File: src/rtl/ram_port_arbiter.sv
// ram_port_arbiter
//
// Shares one synchronous RAM port between three requesters:
//   0 = CPU data access, 1 = CPU instruction fetch, 2 = video readout.
// One request is latched at a time. The RAM access is sequenced over a fixed
// latency, and the result is returned with a one-cycle, one-hot acknowledge.
//
// Parameters
//   READ_LATENCY      RAM clock edges from address valid to read data valid (1..4)
//
// Build option
//   ARB_ROUND_ROBIN_EN  when defined, grants rotate starting after the last
//                       granted requester; otherwise fixed priority 0 > 1 > 2.
//
// Ports
//   wire_clock        system clock, rising edge
//   wire_reset        synchronous active-high reset
//   req[2:0]          per-requester request
//   we[2:0]           per-requester write enable (1 = write)
//   addr0..addr2      per-requester address
//   wdata0..wdata2    per-requester write data
//   ack[2:0]          one-hot completion pulse, one cycle
//   rdata             read data, valid while the matching ack bit is high
//   busy              high whenever the arbiter is not idle
//   bus_RAM_ADDRESS   RAM address (holds its last value when idle)
//   bus_RAM_DATA_IN   RAM write data (holds its last value when idle)
//   bus_RAM_DATA_OUT  RAM read data
//   wire_RW           1 = write strobe, 0 = read
//
// Timing (E0 = edge at which IDLE grants a request)
//   read : ack is high in the cycle after E0+READ_LATENCY+1
//   write: wire_RW is high for the cycle after E0; ack is high in the cycle
//          after E0+2

module ram_port_arbiter #(
   parameter int READ_LATENCY = 1
) (
   input  logic        wire_clock,
   input  logic        wire_reset,
   input  logic [2:0]  req,
   input  logic [2:0]  we,
   input  logic [15:0] addr0,
   input  logic [15:0] addr1,
   input  logic [15:0] addr2,
   input  logic [15:0] wdata0,
   input  logic [15:0] wdata1,
   input  logic [15:0] wdata2,
   output logic [2:0]  ack,
   output logic [15:0] rdata,
   output logic        busy,
   output logic [15:0] bus_RAM_ADDRESS,
   output logic [15:0] bus_RAM_DATA_IN,
   input  logic [15:0] bus_RAM_DATA_OUT,
   output logic        wire_RW
);

   typedef enum logic [1:0] {
      ST_IDLE   = 2'd0,
      ST_ACCESS = 2'd1,
      ST_ACK    = 2'd2
   } state_t;

   // Final value of the wait counter for a read.
   localparam logic [1:0] LAST_READ_CNT = 2'(READ_LATENCY - 1);

   state_t      state_reg, state_next;
   logic [1:0]  winner_reg, winner_next;
   logic        write_reg, write_next;
   logic        sample_reg, sample_next;
   logic [1:0]  cnt_reg, cnt_next;
   logic        rw_reg, rw_next;
   logic [15:0] rdata_reg, rdata_next;
   logic [15:0] addr_reg, addr_next;
   logic [15:0] wdata_reg, wdata_next;

   logic        grant_valid;
   logic [1:0]  grant_idx;

   // Requester inputs gathered into index-able form. Slot 3 is never granted.
   logic [15:0] addr_sel  [0:3];
   logic [15:0] wdata_sel [0:3];
   logic [3:0]  we_ext;

   assign addr_sel[0]  = addr0;
   assign addr_sel[1]  = addr1;
   assign addr_sel[2]  = addr2;
   assign addr_sel[3]  = '0;
   assign wdata_sel[0] = wdata0;
   assign wdata_sel[1] = wdata1;
   assign wdata_sel[2] = wdata2;
   assign wdata_sel[3] = '0;
   assign we_ext       = {1'b0, we};

   // ------------------------------------------------------------------
   // Arbitration
   // ------------------------------------------------------------------
`ifdef ARB_ROUND_ROBIN_EN
   // Index of the last granted requester; the search starts one past it.
   logic [1:0] ptr_reg, ptr_next;

   always_comb begin
      grant_valid = |req;
      grant_idx   = 2'd0;
      case (ptr_reg)
         2'd0: begin
            if (req[1])      grant_idx = 2'd1;
            else if (req[2]) grant_idx = 2'd2;
            else             grant_idx = 2'd0;
         end
         2'd1: begin
            if (req[2])      grant_idx = 2'd2;
            else if (req[0]) grant_idx = 2'd0;
            else             grant_idx = 2'd1;
         end
         default: begin
            if (req[0])      grant_idx = 2'd0;
            else if (req[1]) grant_idx = 2'd1;
            else             grant_idx = 2'd2;
         end
      endcase
   end
`else
   always_comb begin
      grant_valid = |req;
      if (req[0])      grant_idx = 2'd0;
      else if (req[1]) grant_idx = 2'd1;
      else             grant_idx = 2'd2;
   end
`endif

   // ------------------------------------------------------------------
   // Next-state and datapath logic
   // ------------------------------------------------------------------
   always_comb begin
      state_next  = state_reg;
      winner_next = winner_reg;
      write_next  = write_reg;
      sample_next = sample_reg;
      cnt_next    = cnt_reg;
      rw_next     = rw_reg;
      rdata_next  = rdata_reg;
      addr_next   = addr_reg;
      wdata_next  = wdata_reg;
`ifdef ARB_ROUND_ROBIN_EN
      ptr_next    = ptr_reg;
`endif

      case (state_reg)
         ST_IDLE: begin
            if (grant_valid) begin
               winner_next = grant_idx;
               addr_next   = addr_sel[grant_idx];
               wdata_next  = wdata_sel[grant_idx];
               write_next  = we_ext[grant_idx];
               rw_next     = we_ext[grant_idx];
               cnt_next    = 2'd0;
               sample_next = 1'b0;
               state_next  = ST_ACCESS;
`ifdef ARB_ROUND_ROBIN_EN
               ptr_next    = grant_idx;
`endif
            end
         end

         ST_ACCESS: begin
            // The access has two phases. First the counted phase holds the
            // address for the RAM latency, or for one write strobe. Then one
            // sample cycle follows, in which the RAM's registered output is
            // valid and gets captured.
            if (sample_reg) begin
               if (!write_reg) begin
                  rdata_next = bus_RAM_DATA_OUT;
               end
               sample_next = 1'b0;
               state_next  = ST_ACK;
            end else if (write_reg || (cnt_reg == LAST_READ_CNT)) begin
               sample_next = 1'b1;
               rw_next     = 1'b0;
            end else begin
               cnt_next = cnt_reg + 2'd1;
            end
         end

         ST_ACK: begin
            state_next = ST_IDLE;
         end

         default: begin
            state_next = ST_IDLE;
         end
      endcase
   end

   // ------------------------------------------------------------------
   // State registers
   // ------------------------------------------------------------------
   always_ff @(posedge wire_clock) begin
      if (wire_reset) begin
         state_reg  <= ST_IDLE;
         winner_reg <= 2'd0;
         write_reg  <= 1'b0;
         sample_reg <= 1'b0;
         cnt_reg    <= 2'd0;
         rw_reg     <= 1'b0;
         rdata_reg  <= 16'h0000;
         addr_reg   <= 16'h0000;
         wdata_reg  <= 16'h0000;
`ifdef ARB_ROUND_ROBIN_EN
         ptr_reg    <= 2'd2;
`endif
      end else begin
         state_reg  <= state_next;
         winner_reg <= winner_next;
         write_reg  <= write_next;
         sample_reg <= sample_next;
         cnt_reg    <= cnt_next;
         rw_reg     <= rw_next;
         rdata_reg  <= rdata_next;
         addr_reg   <= addr_next;
         wdata_reg  <= wdata_next;
`ifdef ARB_ROUND_ROBIN_EN
         ptr_reg    <= ptr_next;
`endif
      end
   end

   // ------------------------------------------------------------------
   // Outputs
   // ------------------------------------------------------------------
   // ack is decoded from registered state only, so it lasts exactly the ACK cycle.
   for (genvar gi = 0; gi < 3; gi++) begin : g_ack
      assign ack[gi] = (state_reg == ST_ACK) && (winner_reg == 2'(gi));
   end

   assign busy            = (state_reg != ST_IDLE);
   assign rdata           = rdata_reg;
   assign bus_RAM_ADDRESS = addr_reg;
   assign bus_RAM_DATA_IN = wdata_reg;
   assign wire_RW         = rw_reg;

endmodule
File: config.mk
export PLATFORM = sky130hd
export DESIGN_NAME = ram_port_arbiter
export DESIGN_NICKNAME = d
export VERILOG_FILES = /design/src/rtl/ram_port_arbiter.sv
export SDC_FILE = /design/constraint.sdc
export NUM_CORES = 1
export LEC_CHECK = 0
export CAP_MARGIN = 20
export CORE_MARGIN = 2
export CORE_UTILIZATION = 33
export DETAILED_ROUTE_END_ITERATION = 16
export GPL_TIMING_DRIVEN = 0
export PLACE_DENSITY = 0.87
export SLEW_MARGIN = 10
export SYNTH_ARGS = -nofsm -noshare
export SYNTH_HDL_FRONTEND = slang
export SYNTH_SLANG_ARGS = --single-unit
File: constraint.sdc
create_clock -name wire_clock -period 1.5 [get_ports wire_clock]
set_clock_uncertainty 0.2 [all_clocks]
set_input_delay 0.15 -clock wire_clock [delete_from_list [all_inputs] [get_ports wire_clock]]
set_output_delay 0.15 -clock wire_clock [all_outputs]
set_load 0.01 [all_outputs]
# After elaboration in Yosys (flattened, before gate mapping)
# Cells that the tools add are included.
[word_totals]
reg_bits = 57
wordCells = 64
[op_classes]
add_sub_neg = 1
order_cmp = 2
eq_ne = 9
n_mux = 25
n_bitwise = 2
n_reduce_logical = 16
[op_table]
columns = ["operator", "count"]
rows = [
  ["$bmux W16 S2", 2],
  ["$mux W16", 4],
  ["$mux W2", 7],
  ["$ne A2 B2 Y1 const B", 5],
  ["$pmux W2 S2", 2],
  ["$reduce_and A4 Y1", 2],
  ["$mux W1", 7],
  ["$logic_not A2 Y1", 3],
  ["$reduce_and A2 Y1", 3],
  ["$eq A2 B1 Y1 const B", 2],
  ["$eq A2 B2 Y1 const B", 2],
  ["$pmux W1 S2", 2],
  ["$reduce_bool A2 Y1", 2],
  ["$ge A3 B3 Y1 const B", 1],
  ["$logic_and A1 B1 Y1", 3],
  ["$lt A2 B3 Y1 const B", 1],
  ["$not A2 Y3", 1],
  ["$reduce_and A3 Y1", 1],
  ["$reduce_or A3 Y1", 1],
  ["$add A2 B1 Y2 const B", 1],
  ["$bmux W1 S2", 1],
  ["$logic_or A1 B1 Y1", 1],
  ["$not A1 Y1", 1],
]

# Logic depth before layout (Yosys ltp)
# Gate-level depths: netlist (run 1).
[depth]
word_depth = 6
mapped_depth = 5
depth_no_buf = 5

# Worst setup path before layout (run 1)
# No wires, ideal clock.
[synth_path]
kind = "flip-flop to flip-flop"
from = "register state_reg[1]"
to = "register addr_reg[0] (netlist: bus_RAM_ADDRESS[0])"
setup_time_ns = 0.059
t_arrival_ns = 1.244
slack_ns = -0.002
stages_incl_launch_ff = 6
path_buffers = 1
path_cell_list = "dfxtp_1 -> nor2_4 -> inv_2 -> nor3_2 -> buf_2 -> a22o_1"
[synth_via]
elab_chain_len = 2
[synth_lines]
columns = ["element", "line_no", "text"]
rows = [
  ["start, declared", "66", "state_t state_reg, state_next;"],
  ["start signal, assigned", "212", "state_reg <= state_next;"],
  ["$logic_not A2 Y1", "148", "case (state_reg)"],
  ["$reduce_and A2 Y1 (no source line)", "-", ""],
  ["end signal, assigned", "219", "addr_reg <= addr_next;"],
  ["end, declared", "73", "logic [15:0] addr_reg, addr_next;"],
]
# Every way passes these cells.
# A chain may end at the register's enable or synchronous reset.

# Worst setup path after layout (run 1)
[layout_path]
from = "register winner_reg[1]"
to = "output port ack[2]"
[layout_via]
elab_chain_len = 2
[layout_lines]
columns = ["element", "line_no", "text"]
rows = [
  ["start, declared", "67", "logic [1:0] winner_reg, winner_next;"],
  ["start signal, assigned", "213", "winner_reg <= winner_next;"],
  ["$eq A2 B2 Y1", "232", "assign ack[gi] = (state_reg == ST_ACK) && (winner_reg == 2'(gi));"],
  ["$logic_and A1 B1 Y1", "232", ""],
  ["end, declared", "48", "output logic [2:0] ack,"],
]
# Every way passes these cells.

==> results of run 1 <==
-- final timing paths --
| check | start | to | depth (start not counted) |
|---|---|---|---|
| hold reg to reg | rdata[15] | rdata[15] | 2 |
| setup reg to reg | state_reg[0] | bus_RAM_DATA_IN[7] | 5 |
| setup / recovery | winner_reg[1] | ack[2] | 2 |
| hold / removal | req[1] | winner_reg[0] | 4 |
-- per-layer routing --
metal  vias to the layer above  GRT usage [%]
met4                         0           6.76
met3                        16           6.02
li1                       1465              -
met1                      1378           22.9
met5                         -              0
met2                       123           37.3
-- stage by stage --
step                hold slack, ns  area [um^2]  util [%]  TNS (ns)
CTS                         0.0525         4750      60.9    -0.167
global placement             0.241         4510      57.8    -19.19
floorplan                   0.0860         2680         -   -0.0717
detailed placement           0.247         4510      57.8    -20.56
global route                0.0862         4840      62.0     -2.04
finish                      0.0707         4840      62.0   -0.0328
-- repair_timing --
| item | in CTS | in global routing |
|---|---|---|
| gates resized for setup | 93 | 7 |
| endpoints found under the setup margin | 97 | 52 |
| gates cloned | 0 | 2 |
| pin swaps | 10 | 15 |
| buffers inserted | 2 | 5 |
-- worst max-delay path, stage by stage (launching register included) --
cell and delay, ns:
dfxtp_2 0.38, nor4bb_4 0.29, buf_2 0.17
-- kinds of logic (layout without fill, tap and decap cells) --
kind of cell	count (synthesis)	count (layout)
AO/OA/AOI/OAI	97	97
adder cells (fa/ha/maj)	1	1
buffers and inverters	27	219
flip-flops	57	57
multiplexers	32	32
AND/OR/NAND/NOR	91	91
-- cells in the final DEF, fill, tap and decap left out, types with 2 or more instances in the layout --
cell	Yosys	routed
a21oi_1	23	23
a221oi_1	2	2
a22o_1	33	33
buf_2	9	9
buf_4	0	8
buf_6	4	7
bufinv_16	0	2
clkbuf_1	9	6
clkbuf_2	1	2
clkbuf_8	0	11
clkdlybuf4s50_1	0	115
clkinv_2	0	2
dfxtp_1	57	53
dfxtp_4	0	3
dlygate4sd2_1	0	51
inv_1	2	2
mux2i_1	32	32
nand2_1	66	66
nand2b_1	2	2
nor2_1	6	6
nor4bb_4	0	2
o21ai_0	33	33
-- power by group --
group          switching [uW]  internal (uW)
Combinational             419            617
Sequential               80.8           1630
Clock                     619           1020
Total                    1120           3260
-- cell type report --
type	count	area share [%]
well taps	102	2.64
clock buffers	11	3.13
flip-flops and latches	57	23.8
clock inverters	5	1.60
repair buffers	179	35.4
inverters	3	0.284
multi-input cells	221	30.2
plain buffers	21	2.90
==> flow_summary.ini, run 1 <==
[route]
wl_met2_mm = 4.71
m1WireLength_mm = 3.66
wl_per_cell_um = 15.5
met3WireLength_um = 710
maxUsedRoutingLayer = met4
drt_iter0_drc = 71
routed_wl_mm = 9.27
drtAntennaViolNets = 0
first_pass_iters = 4
num_vias = 2982
drc = 0
post_drt_via_cell_ratio = 4.98

[yosys]
yosysWarningCount = 0
avgSynthCellArea_um2 = 8.80
ys_top_cells_by_area = dfxtp_1 (43%), mux2i_1 (12%), a22o_1 (11%)
synth.area.mux_share_pct = 11.9
synth_compound_area_share_pct = 24.0
synth-xor-area-share_pct = 0
seq_area_frac_synth_pct = 42.5
async_flop_share_pct = 0
synth_top_family_by_area = compound AO/OA/AOI/OAI gates
ys.flop_type = dfxtp_1
synth_cell_type_count = 37
synthTopCellsByCount = nand2_1 (66), dfxtp_1 (57), a22o_1 (33), o21ai_0 (33), mux2i_1 (32)
synthesis.nets = 426
yosys.area.top_type = dfxtp_1
synth_edf_count = 0
synth_area_mm2 = 0.00268
synth_top_area_share_pct = 42.5
yosysMostFrequentCell = nand2_1
synth_seq_cells = 57
synthAdderAreaFrac_pct = 0.466
yosys.area_share.simple_pct = 15.8
synth_cells = 305

[cts]
clk_pin_slew_ns = 0.06
holdBufCountCts = 0
cts_buffers = 9
cts_tree = built
cts_max_level = 3
clk_latency_ns = 0.33
clock-sinks = 57
ctsRootBufferMaster = clkbuf_8
clockBufferDepth = 2

[pwr]
peakVddDrop_mv = 0.608
p_total_uw = 4380
power_density_mw_per_mm2 = 906
leakagePower_uw = 0.00214

[layout]
antenna_cells = 0
drive_gt1_share_pct = 12.3
layout.nets = 613
fill_cells = 704
layout.cells.non_filler = 599
syn_to_final_growth_pct = 80.3
area.sequential_mm2 = 0.00115
multi_input_area_mm2 = 0.00146

[global_routing]
grtUsageTotal_pct = 20.6
grt_pass1_vias = 2972
grt_max_degree = 17
grt_overflow = 0
grt_pass1_wl_mm = 14.2
antenna_found_initial = 0

[timing]
final-setup-viol-count = 2
setup_ws_ns = -0.0191
finalHoldViolCount = 0
relSlewSlack_pct = 60.6
fin_crit_sh_pct = 101
min_period_ns = 1.52
max_freq_mhz = 658
report.final.slew_viol_count = 0
rsz0062_at_grt = yes
max_slew.worst_pin.slew_ns = 0.590

[place]
port_buffers = 170
place_congestion = 0.774
placed_cells = 577
dpl.hpwl_mm = 6.87
dp_slack_ns = -0.665

[die]
start_util_pct = 34.4
rows = 32
core_area_mm2 = 0.00781
dieHeight_um = 94.2
dieArea_mm2 = 0.00887
ios = 173
die_w_um = 94.2

[run_status]
status = finished with violations
violations = setup timing

[worst_setup_path]
worst_setup_path_end_kind = output port
cp-start-kind = flop
r2r_slack_ns = 0.01
crit_required_ns = 1.15
critPathKind = reg2out
crit_arrival_ns = 1.17
crit_fanout = 4

[worst_hold_path]
hp-class = in2reg

[job]
drv_cap = 0
(Power assumes the default switching activity.)
==> run 2, diff against run 1 <==
--- a/config.mk
+++ b/config.mk
@@ -7,5 +7,5 @@
 export LEC_CHECK = 0
 export CAP_MARGIN = 20
-export CORE_MARGIN = 2
+export CORE_MARGIN = 5
 export CORE_UTILIZATION = 33
 export DETAILED_ROUTE_END_ITERATION = 16
--- a/constraint.sdc
+++ b/constraint.sdc
@@ -3,3 +3,3 @@
 set_input_delay 0.15 -clock wire_clock [delete_from_list [all_inputs] [get_ports wire_clock]]
 set_output_delay 0.15 -clock wire_clock [all_outputs]
-set_load 0.01 [all_outputs]
+set_load 0.005 [all_outputs]
==> run 2 against run 1 <==
Against the previous run: routed wire length increased by 3.3%; worst hold slack improved by 0.0021 ns; utilization decreased by 0.37 points; global-route usage decreased by 1.6 points; the flow still finishes with violations (setup timing); register-to-register slack got worse by 0.04 ns; first-iteration DRC count decreased by 20%; combinational power decreased by 4%; fmax decreased by 0.55%; power decreased by 7.1%.
==> flow_summary.ini, run 2 (synthesized netlist as in run 1, its figures left out) <==
[worst_setup_path]
cp_num_cells = 6
max_stage_delay_ns = 0.37
rr_worst_depth = 6
worstPathCellList = nor2_4 > buf_6 > a21oi_4 > buf_12 > buf_8 > a22o_1
endpoint = bus_RAM_ADDRESS[6]
path_buf_inv = 3
crit_path_top_delay_cell = dfxtp_4
r2r_slack_ns = -0.03
crit_fanout = 8
crit_family = buffers and inverters
reg2reg_from = state_reg[1]
crit_required_ns = 1.51
cp-start-kind = flop
critPathKind = reg2reg
r2r_end = bus_RAM_ADDRESS[6]
crit_start = state_reg[1]
worst_setup_path_end_kind = flop
crit_arrival_ns = 1.54

[global_routing]
grtUsageTotal_pct = 19.0
antenna_found_initial = 0
grt_pass1_wl_mm = 15.2
grt_overflow = 0
grt_max_degree = 17
grt_pass1_vias = 3156

[route]
drtAntennaViolNets = 0
drt_iter0_drc = 57
first_pass_iters = 4
routed_wl_mm = 9.57
wl_per_cell_um = 16.0
drc = 0
post_drt_via_cell_ratio = 5.00
num_vias = 2996

[layout]
final_common_cell = clkdlybuf4s50_1
layout.nets = 613
layout.cells.non_filler = 599
syn_to_final_growth_pct = 79.2
final_util_pct = 61.6
final_cell_mix = clkdlybuf4s50_1 (115), nand2_1 (66), dlygate4sd2_1 (51), dfxtp_1 (50)
antenna_cells = 0
drive_gt1_share_pct = 12.9

[timing]
min_period_ns = 1.53
setup_ws_ns = -0.0275
setup_tns_ns = -0.273
report.final.slew_viol_count = 0
max_freq_mhz = 655
finalHoldViolCount = 0
final-setup-viol-count = 26
rsz0062_at_grt = yes
fin_crit_sh_pct = 102
relSlewSlack_pct = 59.5
max_slew.worst_pin.slew_ns = 0.608

[die]
dieArea_mm2 = 0.0100
ios = 173
start_util_pct = 34.4
dieHeight_um = 100
core_area_mm2 = 0.00781
rows = 32
die_w_um = 100

[cts]
clk_latency_ns = 0.33
clockBufferDepth = 2
clock-sinks = 57
clk_pin_slew_ns = 0.07
ctsRootBufferMaster = clkbuf_8
cts_max_level = 3
cts_tree = built
cts_buffers = 9
holdBufCountCts = 0

[run_status]
violations = setup timing
status = finished with violations

[job]
drv_cap = 0

[place]
dpl.hpwl_mm = 7.48
port_buffers = 170
place_congestion = 0.832
placed_cells = 577

[pwr]
power_density_mw_per_mm2 = 847
peakVddDrop_mv = 0.383
leakagePower_uw = 0.00213

[worst_hold_path]
whs_path_depth = 4
hp-class = in2reg
[run 2: cell count changes in the layout (fill, tap and decap cells not counted), sizes merged]
cell	previous run	this run
clkinvlp	1	0
bufinv	2	0
clkbuf	20	23
[run 2: power breakdown]
group	switching, uW	internal, uW	leakage, uW
clock	586	776	0.000102
sequential	79.8	1630	0.000471
combinational	383	618	0.00155
total	1050	3020	0.00213
[run 2: worst register-to-register path, delay by kind of cell (launching register included)]
family / cells / cell delay [ns]
buf+inv: 3 / 0.42
compound gates: 2 / 0.27
flops: 1 / 0.37
simple gates: 1 / 0.16
[run 2: area by class of cell]
cell class | count | area [um^2]
Clock inverter | 2 | 10.0
Fill cell | 691 | 3000
Inverter | 3 | 13.8
Timing Repair Buffer | 179 | 1720
Multi-Input combinational cell | 221 | 1450
Tap cell | 102 | 128
Sequential cell | 57 | 1160
Buffer | 21 | 138
Clock buffer | 14 | 183
[run 2: per-layer routing]
layer  up-vias  part of all wire, %  global-route usage, %
li1       1464                    -                      -
met3        24                  7.4                   5.49
met1      1374                   38                   21.6
met2       134                   51                   33.0
met4         0                  2.9                   8.08
met5         -                    0                      0
[run 2: timing repair]
| action | 4_1_cts | 5_1_grt |
|---|---|---|
| hold endpoints to repair | 0 | 0 |
| gates resized for setup | 92 | 14 |
| gates cloned | 3 | 0 |
| endpoints found under the setup margin | 99 | 55 |
| pin swaps | 7 | 32 |
| setup buffers | 4 | 2 |
[run 2: stage by stage]
stage               power (uW)  setup WS, ns  instance area, um^2  hold slack [ns]
global route              4270       -0.0697                 4810           0.0777
global placement          2700        -0.612                 4510            0.242
detailed placement        2730        -0.663                 4510            0.248
CTS                       4080       -0.0369                 4740           0.0457
finish                    4070       -0.0275                 4810           0.0728
floorplan                 2100        0.0123                 2680           0.0860
[run 2: worst min path at each step]
stage | slack, ns | endpoint | start
floorplan | 0.09 | rdata[0] | bus_RAM_DATA_OUT[0]
global placement | 0.24 | rdata[0] | rdata[0]
detailed placement | 0.25 | rdata[0] | rdata[0]
CTS | 0.05 | winner_reg[0] | req[1]
global route | 0.08 | winner_reg[0] | req[1]
finish | 0.07 | winner_reg[0] | req[1]
